**src/rtl/muldiv_unit.sv**
```systemverilog
// Iterative multiply/divide unit with architectural HI/LO registers.
// Shift-add multiply and restoring divide, one step per clock, fixed W_CPU-cycle latency.
//
// state | meaning
// IDLE  | waiting for start; mthi/mtlo writes accepted
// RUN   | iterating; completes on the W_CPU-th edge after launch
module muldiv_unit #(
    parameter int W_CPU = 32
) (
    input  logic             clk,
    input  logic             rst_n,
    input  logic             start,
    input  logic [1:0]       op,
    input  logic [W_CPU-1:0] a,
    input  logic [W_CPU-1:0] b,
    input  logic             mthi,
    input  logic             mtlo,
    input  logic [W_CPU-1:0] wd,
    output logic             busy,
    output logic             done,
    output logic [W_CPU-1:0] hi,
    output logic [W_CPU-1:0] lo
);
    localparam int CW = $clog2(W_CPU);

    typedef enum logic {IDLE, RUN} state_t;

    state_t               state, state_nxt;
    logic                 launch, last;
    logic [CW-1:0]        cnt;
    logic                 is_div, neg_res, neg_rem, div0;
    logic [W_CPU-1:0]     x, y, rem;
    logic [2*W_CPU-1:0]   acc;

    logic                 sgn, a_neg, b_neg;
    logic [W_CPU-1:0]     a_mag, b_mag;
    logic [W_CPU:0]       sum, trial;
    logic [W_CPU-1:0]     x_nxt, rem_nxt;
    logic [2*W_CPU-1:0]   acc_nxt, prod;
    logic [W_CPU-1:0]     hi_res, lo_res;

    always_ff @(posedge clk or negedge rst_n) begin
        if (!rst_n) state <= IDLE;
        else        state <= state_nxt;
    end

    always_comb begin
        state_nxt = state;
        launch    = 1'b0;
        last      = 1'b0;
        case (state)
            IDLE: begin
                if (start) begin
                    launch    = 1'b1;
                    state_nxt = RUN;
                end
            end
            RUN: begin
                if (cnt == CW'(W_CPU - 1)) begin
                    last      = 1'b1;
                    state_nxt = IDLE;
                end
            end
            default: state_nxt = IDLE;
        endcase
    end

    assign busy = (state == RUN);

    // op[0]=0 selects the signed flavour of both mult and div
    always_comb begin
        sgn   = ~op[0];
        a_neg = sgn & a[W_CPU-1];
        b_neg = sgn & b[W_CPU-1];
        a_mag = a_neg ? -a : a;
        b_mag = b_neg ? -b : b;
    end

    // x is the multiplier (shifted right) or the dividend/quotient (shifted left);
    // y is the multiplicand or divisor.
    always_comb begin
        acc_nxt = acc;
        x_nxt   = x;
        rem_nxt = rem;
        sum     = {1'b0, acc[2*W_CPU-1:W_CPU]} + (x[0] ? {1'b0, y} : '0);
        trial   = {rem, x[W_CPU-1]};
        if (is_div) begin
            if (trial >= {1'b0, y}) begin
                rem_nxt = W_CPU'(trial - {1'b0, y});
                x_nxt   = {x[W_CPU-2:0], 1'b1};
            end else begin
                rem_nxt = trial[W_CPU-1:0];
                x_nxt   = {x[W_CPU-2:0], 1'b0};
            end
        end else begin
            acc_nxt = {sum, acc[W_CPU-1:1]};
            x_nxt   = {1'b0, x[W_CPU-1:1]};
        end
    end

    // Divide by zero leaves |a| in the remainder, so the dividend-sign fix restores a.
    always_comb begin
        prod   = neg_res ? -acc_nxt : acc_nxt;
        hi_res = prod[2*W_CPU-1:W_CPU];
        lo_res = prod[W_CPU-1:0];
        if (is_div) begin
            hi_res = neg_rem ? -rem_nxt : rem_nxt;
            lo_res = div0 ? '1 : (neg_res ? -x_nxt : x_nxt);
        end
    end

    always_ff @(posedge clk or negedge rst_n) begin
        if (!rst_n) begin
            cnt     <= '0;
            is_div  <= 1'b0;
            neg_res <= 1'b0;
            neg_rem <= 1'b0;
            div0    <= 1'b0;
            x       <= '0;
            y       <= '0;
            rem     <= '0;
            acc     <= '0;
            done    <= 1'b0;
            hi      <= '0;
            lo      <= '0;
        end else begin
            done <= last;
            if (launch) begin
                is_div  <= op[1];
                neg_res <= a_neg ^ b_neg;
                neg_rem <= a_neg;
                div0    <= op[1] & (b == '0);
                x       <= op[1] ? a_mag : b_mag;
                y       <= op[1] ? b_mag : a_mag;
                rem     <= '0;
                acc     <= '0;
                cnt     <= '0;
            end else if (busy) begin
                acc <= acc_nxt;
                x   <= x_nxt;
                rem <= rem_nxt;
                cnt <= cnt + 1'b1;
            end
            if (last) begin
                hi <= hi_res;
                lo <= lo_res;
            end else if (!busy) begin
                if (mthi) hi <= wd;
                if (mtlo) lo <= wd;
            end
        end
    end
endmodule
```
**config.mk**
```make
export PLATFORM = sky130hd
export DESIGN_NAME = muldiv_unit
export DESIGN_NICKNAME = d
export VERILOG_FILES = /design/src/rtl/muldiv_unit.sv
export SDC_FILE = /design/constraint.sdc
export NUM_CORES = 1
export LEC_CHECK = 0
export BUFFER_PORTS_ARGS = -buffer_cell sky130_fd_sc_hd__buf_2
export CELL_PAD_IN_SITES_DETAIL_PLACEMENT = 0
export CELL_PAD_IN_SITES_GLOBAL_PLACEMENT = 1
export CORE_AREA = 2 2 217 219
export CTS_CLUSTER_SIZE = 40
export DETAILED_ROUTE_END_ITERATION = 7
export DIE_AREA = 0 0 219 221
export GPL_TIMING_DRIVEN = 0
export PLACE_DENSITY = 0.91
export SYNTH_ARGS = -nofsm -noshare
export SYNTH_HDL_FRONTEND = slang
export SYNTH_SLANG_ARGS = --single-unit
```
**constraint.sdc**
```tcl
create_clock -name clk -period 7.79 [get_ports clk]
set_input_delay 1.1685 -clock clk [delete_from_list [all_inputs] [get_ports clk]]
set_output_delay 1.1685 -clock clk [all_outputs]
set_load 0.005 [all_outputs]
```
Yosys cells after proc, flatten, opt, wreduce, memory -nomap -nowiden
Cells that the tools add are included.

Register bits after elaboration: 235. Bits of input ports: 103. Output and inout bits: 66. Word-level logic and storage cells: 72.

Add/sub/neg operators: 8. Magnitude comparators: 1. Equal/unequal tests: 2. Multiplexer cells: 36. Bitwise logic cells: 6. Reductions and logical operators: 6.

Operators with widths (count): two-way mux 32 bit (23); two-way mux 64 bit (4); negation 32 bit (4); negation 64 bit (1); adder 32 x 32 -> 33 bit (1); >= comparator 33 x 32 -> 1 bit (1); logical NOT 32 bit (1); subtractor 32 bit (1); two-way mux 5 bit (2); two-way mux 1 bit (6); nonzero test 2 bit (3); adder 5 x 1 -> 5 bit (second input constant) (1); equality test 5 bit (second input constant) (1); AND reduction 2 bit (2); AND 1 bit (3); inequality test 2 x 1 -> 1 bit (second input constant) (1); NOT 1 bit (2); one-hot mux 1 bit (2 select lines) (1); XOR 1 bit (1).

Longest topological paths before layout
Word-level depth: 8. Depth in mapped cells: 22. Gate-level depth less buffers: 16.

Worst setup path before layout
OpenSTA, ideal clock, no wires.

Path type: reg-to-reg. Start: register is_div. End: register hi[22]. Library setup time: 132 ps. Arrival time: 5734 ps. Data required time: 7658 ps. Setup slack: 1924 ps. Stages on the path, launching flop included: 23. Clock period less this slack: 5866 ps. Path through: dfrtp_1 > clkbuf_1 > clkbuf_1 > buf_1 > buf_2 > buf_1 > clkbuf_1 > clkbuf_1 > buf_1 > clkbuf_1 > mux2i_1 > ha_1 > nand4_1 > nor4_1 > nand2_1 > nor4_1 > nand4_1 > or2_1 > or3_1 > o21ai_1 > xnor2_1 > a221oi_1 > o21ai_1.

Word-level cells in the longest chain between the ends: 5. Elaborated cells between the ends (all ways): 8. Those cells by class: add/sub (2); mux (6).

Ends and longest elaborated chain: start: declaration (line 31) `logic is_div, neg_res, neg_rem, div0;`; start signal: assignment (line 129) `is_div <= op[1];`; two-way mux 64 bit or two-way mux 32 bit (tied branches) (line 87) `if (is_div) begin`; negation 64 bit or negation 32 bit (tied branches) (line 103, 107); two-way mux 64 bit or two-way mux 32 bit (tied branches) (line 103, 107); two-way mux 32 bit * (line 106) `if (is_div) begin`; two-way mux 32 bit * (line 144) `if (last) begin`; end signal: assignment (line 145) `hi <= hi_res;`; end signal: assignment (line 148) `if (mthi) hi <= wd;`; end: declaration (line 21) `output logic [W_CPU-1:0] hi,`.

Every way passes the cells marked *; elsewhere a longest branch is shown, timed or not. A chain may end at the register's enable or synchronous reset.

Worst setup path in the final report
Start: register is_div. End: register hi[23].

The elaborated chain is that of the path after synthesis.

==> flow_summary_export.csv <==
group,metric,value,unit
synthesis,yosys-mux-area-fraction,3.499,%
placed_design,gp_congestion,1.033,
route,vias,23659,
synthesis,ys.flop_type,"dfrtp_1",
route,maxUsedRoutingLayer,"met4",
cells_and_area,layout_commonest_cell,"nand2_1",
worst_setup_path,crit_chain,"clkbuf_2, buf_2, buf_1, clkbuf_1, buf_1, clkbuf_1, buf_1, clkbuf_1, o21ai_0, o21ai_1, xor2_1, a21boi_1",
timing,tightest_slew,1.311,ns
synthesis,syn_inst,2702,
synthesis,synthSimpleGateAreaFrac,20.33,%
synthesis,yosys_warnings,0,
global_routing,antenna_found_initial,2,
synthesis,ys_seq_area_share,28.07,%
synthesis,synth_xor_area_share,8.653,%
route,drt_first_iter_violations,2924,
die,core.rowCount,79,
synthesis,async_flop_share,100.0,%
route,drt_wl_total,102300,um
cells_and_area,drive_gt1_share,10.57,%
clock_network,clk_latency,0.60,ns
cells_and_area,post-route-cell-area,23720,um2
timing,clock_skew,0.01368,ns
global_routing,grt_pass1_vias,21934,
worst_setup_path,worstPathRequired,8.24,ns
clock_network,clk_pin_slew,0.07,ns
pwr,total_leakage_power,9.776,nW
clock_network,cts_tree,"done",
die,core_region_area,46060,um2
synthesis,synth_fp_nets,2877,
worst_setup_path,worstSetupStartpointType,"flop",
timing,finalSetupViolCount,2,
cells_and_area,syn_to_final_growth,13.22,%
synthesis,ys_types,97,
pwr,power_density,598.2,nW/um2
clock_network,cts_sinks,235,
global_routing,gr-total-overflow,0,
worst_setup_path,path_class,"flop to flop",
global_routing,grt_start_max_net_pins,114,
timing,fin_crit_sh,100.7,%
die,fp.dieW,219,um
die,die_h,221,um
route,wl_met1,40900,um
synthesis,synth_top_family_by_area,"compound AO/OA/AOI/OAI gates",
route,post-route-drc-count,1,
clock_network,ctsHtreeMaxLevel,1,
timing,worst_slack,-0.05665,ns
outcome,status,"complete, but fails checks",
synthesis,synthAdderAreaFrac,4.371,%
clock_network,cts_hold_buf,0,
route,route.met2.wl,41820,um
timing,grt_setup_unrepaired,"false",
placed_design,io_buffers,167,
clock_network,cts_root_buffer,"clkbuf_16",
worst_setup_path,crit_slowest_cell,"clkbuf_1",
flow_run,max_cap_violations,0,
placed_design,place_area,22630,um2
synthesis,syn_area,20950,um2
route,viasPerCell,6.691,
synthesis,synth_seq_cells,235,
worst_setup_path,crit_path_end_kind,"flop",
timing,report.final.slew_viol_count,0,
placed_design,dp_hpwl,81020,um
worst_setup_path,crit_arrival,8.29,ns
timing,maxSlewHeadroom,12.63,%
cells_and_area,final_cell_mix,"nand2_1, o21ai_0, dfrtp_1",
synthesis,syn_area_per_cell,7.754,um2
route,detail_route.wl_per_cell,28.94,um
clock_network,clockBufferDepth,3,
global_routing,grtUsageTotal,41.10,%
route,route.met3.wl,11760,um
timing,max_freq,0.1274,GHz
die,io_pins,169,
pwr,peakVddDrop,0.0002799,V
route,dr.pass1.iters,8,
worst_setup_path,cp_max_fo,19,
outcome,failed_checks,"design-rule violations, negative setup slack",
synthesis,synth_edf_count,0,
timing,final_hold_viol_count,0,
synthesis,synth-compound-area-share,29.98,%
cells_and_area,fillCellCount,4599,
worst_setup_path,critPathTopFamily,"buffers and inverters",
worst_setup_path,r2r_slack,-0.06,ns
hold_path,hold_path_class,"input port to asynchronous set/reset pin",
route,drtAntennaViolNets,0,
cells_and_area,nets,3076,
timing,post-route-min-period,7.847,ns
cells_and_area,post-route-util,51.50,%
clock_network,cts_buffers,29,
global_routing,grt_pass1_wl,147800,um
worst_setup_path,crit_buf_inv,8,
die,initial_core_util,45.49,%
worst_setup_path,slowest_delay,0.87,ns
die,dieArea,48400,um2
## synth_stat cells (45+ instances only)
cell type,count,area share [%]
a211oi_1,70,2.5
a22o_1,55,2.3
ha_1,70,4.2
nor3_1,58,1.4
xnor2_1,127,5.3
a21oi_1,180,4.3
nand2_1,357,6.4
nand3_1,50,1.2
mux2i_1,62,3.0
clkbuf_1,149,2.7
xor2_1,80,3.3
and2_1,45,1.3
o21ai_0,260,6.2
dfrtp_1,235,28
nor2_1,178,3.2
inv_1,74,1.3
## worst paths after layout
path	startpoint	end	cells past startpoint
max	is_div	hi[23]	12
min	rst_n	rem[27]	1
max reg2reg	is_div	hi[23]	12
min reg2reg	hi[9]	hi[9]	2
max in group asynchronous	rst_n	lo[23]	2
min in group clk	hi[9]	hi[9]	2
## kinds of logic (layout without fill, tap and decap cells)
kind of cell               count (synthesis)  count (layout)
muxes                                     72              72
DFF                                      235             235
AOI/OAI and AO/OA                        945             945
buffers and inverters                    274             496
xor gates and xnor gates                 207             207
adders and majority gates                 72              72
other                                      0               5
and+or+nand+nor                          897             897
## metrics by stage
step | hold WS (ns) | cells | power, W | worst slack (ns) | TNS [ns]
final | 0.3971 | 3536 | 0.01419 | -0.05665 | -0.08146
after floorplan | 0.4632 | 2702 | 0.008636 | 1.924 | 0
after detailed placement | 0.4882 | 3479 | 0.01212 | -3.801 | -106.69
after global placement | 0.4778 | 3476 | 0.01201 | -3.782 | -105.18
after CTS | 0.3982 | 3530 | 0.01368 | 0.2002 | 0
after global routing | 0.4104 | 3531 | 0.01484 | 0.1189 | 0
## layout make-up
class,count,area [um2],area share [%]
Clock inverter,17,265.3,1.118
Sequential cell,235,5881,24.79
Antenna cell,5,12.51,0.05274
Clock buffer,37,785.8,3.312
Buffer,194,794.5,3.349
Tap cell,607,759.5,3.201
Inverter,77,289.0,1.218
Multi-Input combinational cell,2193,14020,59.11
Timing Repair Buffer,171,913.4,3.850
## repair_timing
action / CTS / global route
resized for setup: 10 / 4
buffers inserted: 0 / 0
setup endpoints to repair: 108 / 3
cloned: 0 / 0
## registers in the layout, summed over array words and instances, names as in the netlist, 5 cells and up
signal / cells
lo: 32
cnt: 5
y: 32
hi: 32
rem: 32
acc: 64
x: 32
## where the power goes
group	total [W]	switching [W]	internal [W]	leakage, nW
clock network	0.00153	0.000617	0.000916	0.508
registers	0.00260	0.000774	0.00182	2.87
logic	0.0101	0.00665	0.00341	6.40
## worst reg2reg max path: cells and delay by family (launching register included)
kind / cells / cell delay [ns]
buffers and inverters: 8 / 5.98
xor gates and xnor gates: 1 / 0.45
DFF: 1 / 0.51
AOI/OAI and AO/OA: 3 / 0.78
## per-layer routing
metal / GRT usage, % / vias to the layer above
li1: - / 10331
met5: 0 / -
met4: 26.24 / 0
met1: 55.89 / 11430
met3: 9.086 / 319
met2: 58.60 / 1579
(Power assumes the default switching activity.)
